### src/rtl/lsu_pkg.sv
// Shared definitions for the load/store unit: RV32I access sizes and the
// request-tracking state encoding.
package lsu_pkg;

    localparam logic [2:0] LDST_B  = 3'd0;
    localparam logic [2:0] LDST_H  = 3'd1;
    localparam logic [2:0] LDST_W  = 3'd2;
    localparam logic [2:0] LDST_BU = 3'd4;
    localparam logic [2:0] LDST_HU = 3'd5;

    typedef enum logic {
        LSU_IDLE = 1'b0,
        LSU_WAIT = 1'b1
    } lsu_state_e;

    // Size/alignment/direction combinations that must never reach memory.
    function automatic logic lsu_illegal(input logic [2:0] size,
                                         input logic       we,
                                         input logic [1:0] ofs);
        logic bad;
        bad = 1'b0;
        case (size)
            LDST_B:  bad = 1'b0;
            LDST_H:  bad = ofs[0];
            LDST_W:  bad = (ofs != 2'b00);
            LDST_BU: bad = we;
            LDST_HU: bad = we | ofs[0];
            default: bad = 1'b1;
        endcase
        return bad;
    endfunction

endpackage

### src/rtl/lsu_load_ext.sv
// Selects the addressed byte/half of a memory read word and sign- or
// zero-extends it according to the RV32I load size.
module lsu_load_ext
    import lsu_pkg::*;
(
    input  logic [31:0] rdata,
    input  logic [2:0]  size,
    input  logic [1:0]  ofs,
    output logic [31:0] data
);

    logic [7:0]  sel_b;
    logic [15:0] sel_h;

    always_comb begin
        sel_b = rdata[7:0];
        case (ofs)
            2'd0: sel_b = rdata[7:0];
            2'd1: sel_b = rdata[15:8];
            2'd2: sel_b = rdata[23:16];
            2'd3: sel_b = rdata[31:24];
            default: sel_b = rdata[7:0];
        endcase
        sel_h = ofs[1] ? rdata[31:16] : rdata[15:0];

        data = rdata;
        case (size)
            LDST_B:  data = {{24{sel_b[7]}}, sel_b};
            LDST_BU: data = {24'd0, sel_b};
            LDST_H:  data = {{16{sel_h[15]}}, sel_h};
            LDST_HU: data = {16'd0, sel_h};
            default: data = rdata;
        endcase
    end

endmodule

### src/rtl/lsu_mem_initiator.sv
// Load/store unit initiator: converts core load/store requests into aligned
// memory transactions, stalls until memory is ready and returns load data.
module lsu_mem_initiator
    import lsu_pkg::*;
#(
    parameter int unsigned ADDR_W = 32,
    parameter int unsigned DATA_W = 32
) (
    input  logic              clk_i,
    input  logic              rst_i,
    input  logic              core_req_i,
    input  logic              core_we_i,
    input  logic [2:0]        core_size_i,
    input  logic [ADDR_W-1:0] core_addr_i,
    input  logic [DATA_W-1:0] core_wd_i,
    output logic [DATA_W-1:0] core_rd_o,
    output logic              core_rvalid_o,
    output logic              core_stall_o,
    output logic              core_misalign_o,
    output logic              mem_req_o,
    output logic              mem_we_o,
    output logic [3:0]        mem_be_o,
    output logic [ADDR_W-1:0] mem_addr_o,
    output logic [DATA_W-1:0] mem_wd_o,
    input  logic [DATA_W-1:0] mem_rd_i,
    input  logic              mem_ready_i
);

    if (DATA_W != 32) begin : g_bad_data_w
        $error("lsu_mem_initiator: DATA_W must be 32");
    end

    lsu_state_e        state_q, state_d;
    logic              busy_q;
    logic [1:0]        ofs;
    logic              illegal;
    logic [DATA_W-1:0] ext_data;

    assign busy_q = (state_q == LSU_WAIT);
    assign ofs    = core_addr_i[1:0];

    assign mem_addr_o = {core_addr_i[ADDR_W-1:2], 2'b00};

    always_comb begin
        case (core_size_i)
            LDST_B:  mem_wd_o = {4{core_wd_i[7:0]}};
            LDST_H:  mem_wd_o = {2{core_wd_i[15:0]}};
            default: mem_wd_o = core_wd_i;
        endcase
    end

    lsu_load_ext u_load_ext (
        .rdata (mem_rd_i),
        .size  (core_size_i),
        .ofs   (ofs),
        .data  (ext_data)
    );

    always_ff @(posedge clk_i) begin
        if (rst_i) begin
            state_q <= LSU_IDLE;
        end else begin
            state_q <= state_d;
        end
    end

    always_comb begin
        mem_req_o       = 1'b0;
        mem_we_o        = 1'b0;
        mem_be_o        = '0;
        core_stall_o    = 1'b0;
        core_misalign_o = 1'b0;
        illegal         = lsu_illegal(core_size_i, core_we_i, ofs);

        if (core_req_i) begin
            if (illegal) begin
                core_misalign_o = 1'b1;
            end else begin
                mem_req_o    = 1'b1;
                mem_we_o     = core_we_i;
                core_stall_o = ~(busy_q & mem_ready_i);
                if (!core_we_i) begin
                    mem_be_o = 4'b1111;
                end else begin
                    case (core_size_i)
                        LDST_B:  mem_be_o = 4'b0001 << ofs;
                        LDST_H:  mem_be_o = 4'b0011 << ofs;
                        default: mem_be_o = 4'b1111;
                    endcase
                end
            end
        end

        // The access is outstanding exactly while the core is being stalled.
        state_d       = core_stall_o ? LSU_WAIT : LSU_IDLE;
        core_rvalid_o = busy_q & mem_ready_i & ~core_we_i;
        core_rd_o     = core_rvalid_o ? ext_data : '0;
    end

endmodule

### config.mk
export PLATFORM = sky130hd
export DESIGN_NAME = lsu_mem_initiator
export DESIGN_NICKNAME = d
export VERILOG_FILES = /design/src/rtl/lsu_pkg.sv /design/src/rtl/lsu_load_ext.sv /design/src/rtl/lsu_mem_initiator.sv
export SDC_FILE = /design/constraint.sdc
export NUM_CORES = 1
export LEC_CHECK = 0
export BUFFER_PORTS_ARGS = -buffer_cell sky130_fd_sc_hd__buf_2
export CORE_AREA = 2 2 80 82
export CTS_CLUSTER_SIZE = 12
export DETAILED_ROUTE_END_ITERATION = 6
export DIE_AREA = 0 0 82 84
export PLACE_DENSITY = 0.86
export SETUP_SLACK_MARGIN = 0.15
export SLEW_MARGIN = 20
export SYNTH_ARGS = -nofsm -noshare
export SYNTH_HDL_FRONTEND = slang
export SYNTH_HIERARCHICAL = 1
export SYNTH_SLANG_ARGS = --single-unit
export TNS_END_PERCENT = 5
### constraint.sdc
create_clock -name clk_i -period 1.8 [get_ports clk_i]
set_input_delay 0.27 -clock clk_i [delete_from_list [all_inputs] [get_ports clk_i]]
set_output_delay 0.27 -clock clk_i [all_outputs]
set_load 0.01 [all_outputs]
======== Yosys cells after proc, flatten, opt, wreduce, memory -nomap -nowiden ========
Index checks and enable logic that the tools add are counted.
cells by class
  bitwise operators ....................... 5
  mux-type cells .......................... 19
  equality and inequality tests ........... 7
  shift operators ......................... 2
  reduce and logical (&&, ||, !) cells .... 3
operators with widths
  cell                                                                   number
  32-bit case mux with 4 select lines                                    1
  32-bit case mux with 2 select lines                                    1
  32-bit 2-to-1 mux                                                      1
  8-bit case mux with 4 select lines                                     1
  16-bit 2-to-1 mux                                                      1
  4-bit 2-to-1 mux                                                       3
  1-bit 2-to-1 mux                                                       9
  4-bit case mux with 2 select lines                                     1
  3-bit equality test, second input constant                             2
  1-bit case mux with 5 select lines                                     1
  2-bit equality test, second input constant                             2
  1-bit by 2-bit left shift with 4-bit output, first input constant      1
  2-bit by 2-bit left shift with 4-bit output, first input constant      1
  3-bit by 1-bit equality test with 1-bit output, second input constant  1
  3-bit by 2-bit equality test with 1-bit output, second input constant  1
  3-bit zero test                                                        1
  1-bit AND                                                              2
  2-bit by 1-bit equality test with 1-bit output, second input constant  1
  2-bit zero test                                                        1
  1-bit inverter                                                         2
  2-bit nonzero test                                                     1
  1-bit OR                                                               1
storage, ports and cells
  output and inout port bits .............. 105
  bits of input ports ..................... 104
  logic and storage cells ................. 37
  flip-flop bits (word level) ............. 1

======== Logic depth before layout (Yosys ltp) ========
  depth after elaboration ................. 5
  gate-level depth with buffers ........... 7
  depth with buffers taken out ............ 5

======== Modules after synthesis ========
The synthesis kept the hierarchy.
modules (own cells, without submodules)
  module             seq. area each (sq um)  cells each  area an instance (sq um)  times used
  lsu_mem_initiator  20.0                    144         1079.8                    1
  lsu_load_ext       0.0                     111         668.1                     1

======== Worst setup path after synthesis ========
Ideal clock, no wire load.
  path kind ............................... input to output
  start ................................... in core_size_i[1]
  end ..................................... out core_rd_o[16]
  arrival time ............................ 1.565 ns
  data required time ...................... 1.530 ns
  stages on the path ...................... 6
  slack ................................... -0.035 ns
  buffers on the path ..................... 2
  path through ............................ clkbuf_1 -> or4_4 -> o22ai_4 -> buf_6 -> a21o_1 -> and2_1
between the ends
  cells in the longest elaborated chain, start to end .. 3
  elaborated cells between the ends (all ways) .. 6
  those cells by class .................... 3 x eq/ne; 2 x mux; 1 x reduce/logical
RTL lines
  item                                         RTL line                 source
  start: declaration                           lsu_mem_initiator.sv:13  input logic [2:0] core_size_i,
  3-bit equality test (tied with other cells)  lsu_load_ext.sv:27       case (size)
  32-bit case mux with 4 select lines *        lsu_load_ext.sv:27
  net ext_data[16]                             lsu_mem_initiator.sv:37  logic [DATA_W-1:0] ext_data;
  32-bit 2-to-1 mux *                          lsu_mem_initiator.sv:97  core_rd_o = core_rvalid_o ? ext_data : '0;
  end: declaration                             lsu_mem_initiator.sv:16  output logic [DATA_W-1:0] core_rd_o,
The timed path passes the listed nets; every way through them passes the cells marked *.

======== Worst setup path after layout ========
  start ................................... in mem_rd_i[23]
  end ..................................... out core_rd_o[8]
between the ends
  cells in the longest elaborated chain, start to end .. 3
RTL lines
  item                                 RTL line                 source
  start: declaration                   lsu_mem_initiator.sv:25  input logic [DATA_W-1:0] mem_rd_i,
  8-bit case mux with 4 select lines   lsu_load_ext.sv:17       case (ofs)
  32-bit case mux with 4 select lines  lsu_load_ext.sv:27
  net ext_data[8]                      lsu_mem_initiator.sv:37
  32-bit 2-to-1 mux                    lsu_mem_initiator.sv:97
The timed path passes the listed nets, and every way through them passes these cells.

==> results.tsv <==
stage	metric	value	unit
layout	n_fill_cell	593	
timing	report.final.slew_viol_count	0	
route	drt_iter0_markers	72	
route	wl_per_cell	14.81	um
timing	setup_slack	-0.1563	ns
floorplanning	core	6096	um2
layout	finalInstanceArea	2759	um2
route	highest_layer	met4	
worst_setup_path	path_cells	buf_4 -> mux4_2 -> and3b_2 -> a221o_1 -> and2_4 -> buf_6	
synth	async_flop_share	0	
worst_setup_path	setup.worst_path.end_class	output port	
worst_setup_path	r2r-start	busy_q	
layout	final_util	0.4526	
timing	fin_skew	0	ns
layout	area_delta_synth_final	57.84	%
synth	yosys-top-cells-count	42 x buf_4, 37 x nand2_1, 32 x and2_1	
worst_setup_path	critPathLaunch	mem_rd_i[23]	
power_and_ir_drop	max-vdd-ir-drop	0.0001507	V
floorplanning	initial_utilization	0.2867	
synth	seq_area_frac_synth	0.01145	
floorplanning	fp-row-count	29	
run	maxCapViolCount	0	
placed_design	gp_congestion	0.8926	
worst_setup_path	r2r_end	busy_q	
synth	syn_inst	255	
global_route	grt_max_degree	34	
power_and_ir_drop	leakagePower	1.559	nW
layout	num_antenna_cells	0	
floorplanning	fp.dieArea	6888	um2
clocking	path_clk_slew	0	ns
synth	yosys_register_bits	1	
global_route	grt_antenna_before_repair	0	
worst_setup_path	cp_max_fo	8	
outcome	status	finished with violations	
worst_setup_path	critical_path_required	1.53	ns
worst_setup_path	start_kind	input port	
placed_design	numPortBuffers	146	
layout	nets	475	
worst_setup_path	r2r_cells	2	
synth	synth_top_flop_cell	dfxtp_1	
clocking	cts_hold_buf	0	
timing	fin_hold_ws	0.4407	ns
power_and_ir_drop	power.total	0.0006344	W
layout	layout-drive-gt1-share	0.6070	
global_route	gr-usage-all-layers	0.1694	
synth	yosysMostFrequentCell	buf_4	
timing	min_period	1.956	ns
placed_design	dp_hpwl	5331	um
synth	syn_area	1748	um2
route	wirelength	6607	um
route	vias_per_cell	5.056	
synth	yosys-top-cells-area	buf_4 18%, and2_1 11%, mux2_2 11%	
worst_setup_path	r2r_setup_slack	1.10	ns
worst_setup_path	slowest_delay	0.46	ns
power_and_ir_drop	p_per_area	229.9	nW/um2
floorplanning	fp.dieW	82	um
global_route	grt_pass1_wl	9522	um
global_route	grt_pass1_vias	2052	
worst_hold_path	hold_path.class	input port to register	
synth	ys_types	35	
floorplanning	io_pins	209	
clocking	post-cts-setup-buffers	0	
timing	finalCritPeriodShare	1.087	
route	wl_met3	523	um
synth	synth.yosys.warnings	6	
timing	final-setup-viol-count	23	
route	drtPass1Iterations	4	
route	vias	2255	
synth	synth_edf_count	0	
placed_design	dpl-instance-area	2474	um2
timing	fmax	511.2	MHz
worst_setup_path	critPathKind	input port to output port	
worst_setup_path	critPathSlowestCell	mux4_2	
synth	avgSynthCellArea	6.855	um2
worst_setup_path	cp-endpoint	core_rd_o[8]	
layout	largest_reg_flops	1	
timing	rsz0062_at_grt	true	
floorplanning	die_h	84	um
route	drc_errors	0	
clocking	worstSkewPairLatency	0	ns
route	m1WireLength	2369	um
route	postRouteAntennaNets	0	
worst_setup_path	arrival	1.69	ns
synth	yosys.area.top_type	buf_4	
route	wl_met2	3430	um
outcome	violations	negative setup slack	
global_route	overflow	0	
synth	synth_top_cell_area_share	0.1804	
timing	final-hold-violation-count	0	
per-layer routing:
metal,up-vias,GRT usage
met1,1023,0.1805
li1,1068,-
met2,128,0.3319
met3,36,0.008658
met4,0,0.06667
met5,-,0
area by class of cell:
| cell class | count | area (um2) | share of cell area |
|---|---|---|---|
| inverter | 4 | 15.01 | 0.005442 |
| multi-input combinational | 194 | 1454 | 0.5270 |
| timing repair buffer | 170 | 1174 | 0.4254 |
| sequential | 1 | 20.02 | 0.007256 |
| tap | 77 | 96.34 | 0.03492 |
logic make-up (layout without fill, tap and decap cells):
family                 after synthesis  after routing  synth area share
DFF                                  1              1           0.01145
and+or+nand+nor                    101            101            0.3085
other                                1              2          0.002145
AOI/OAI and AO/OA                   64             64            0.2763
muxes                               27             27            0.1739
buffers and inverters               61            174            0.2276
metrics by stage:
step	cells	TNS [ns]	setup WS, ns
final	446	-1.370	-0.1563
after global routing	446	-2.570	-0.2052
after CTS	446	-1.574	-0.1649
after detailed placement	446	-5.282	-0.2638
after global placement	446	-3.337	-0.2131
after floorplan	256	0	0.07846
power by group:
part / internal, W / switching [W]
combinational: 0.000317 / 0.000294
clock: 0 / 0
sequential: 0.0000236 / 0.000000485
what timing repair did:
action / CTS / global route
setup endpoints to repair: 47 / 48
pin swaps: 3 / 6
gates resized for setup: 35 / 26
worst max-delay path, delay by kind of cell:
kind / cells / cell delay (ns)
AO/OA/AOI/OAI: 1 / 0.29
AND/OR/NAND/NOR: 2 / 0.42
multiplexers: 1 / 0.46
buffers and inverters: 2 / 0.24
how the worst min path moves through the flow:
| stage | startpoint | to | cells after the start |
|---|---|---|---|
| 6_report | rst_i | busy_q | 2 |
| 5_1_grt | rst_i | busy_q | 2 |
| 4_1_cts | rst_i | busy_q | 2 |
| 3_5_place_dp | rst_i | busy_q | 2 |
| 3_3_place_gp | rst_i | busy_q | 2 |
| 2_1_floorplan | rst_i | busy_q | 1 |
cells in the final DEF (no fill, tap or decap), types with 9 or more instances in the layout:
cell type and count:
mux2_2 9, buf_6 30, buf_2 114, nor2_1 11, and2_1 14, a21oi_1 10, a21o_1 17, buf_4 19
and2_4 18, nand2_1 36, mux2i_1 9
(Power assumes the default switching activity.)
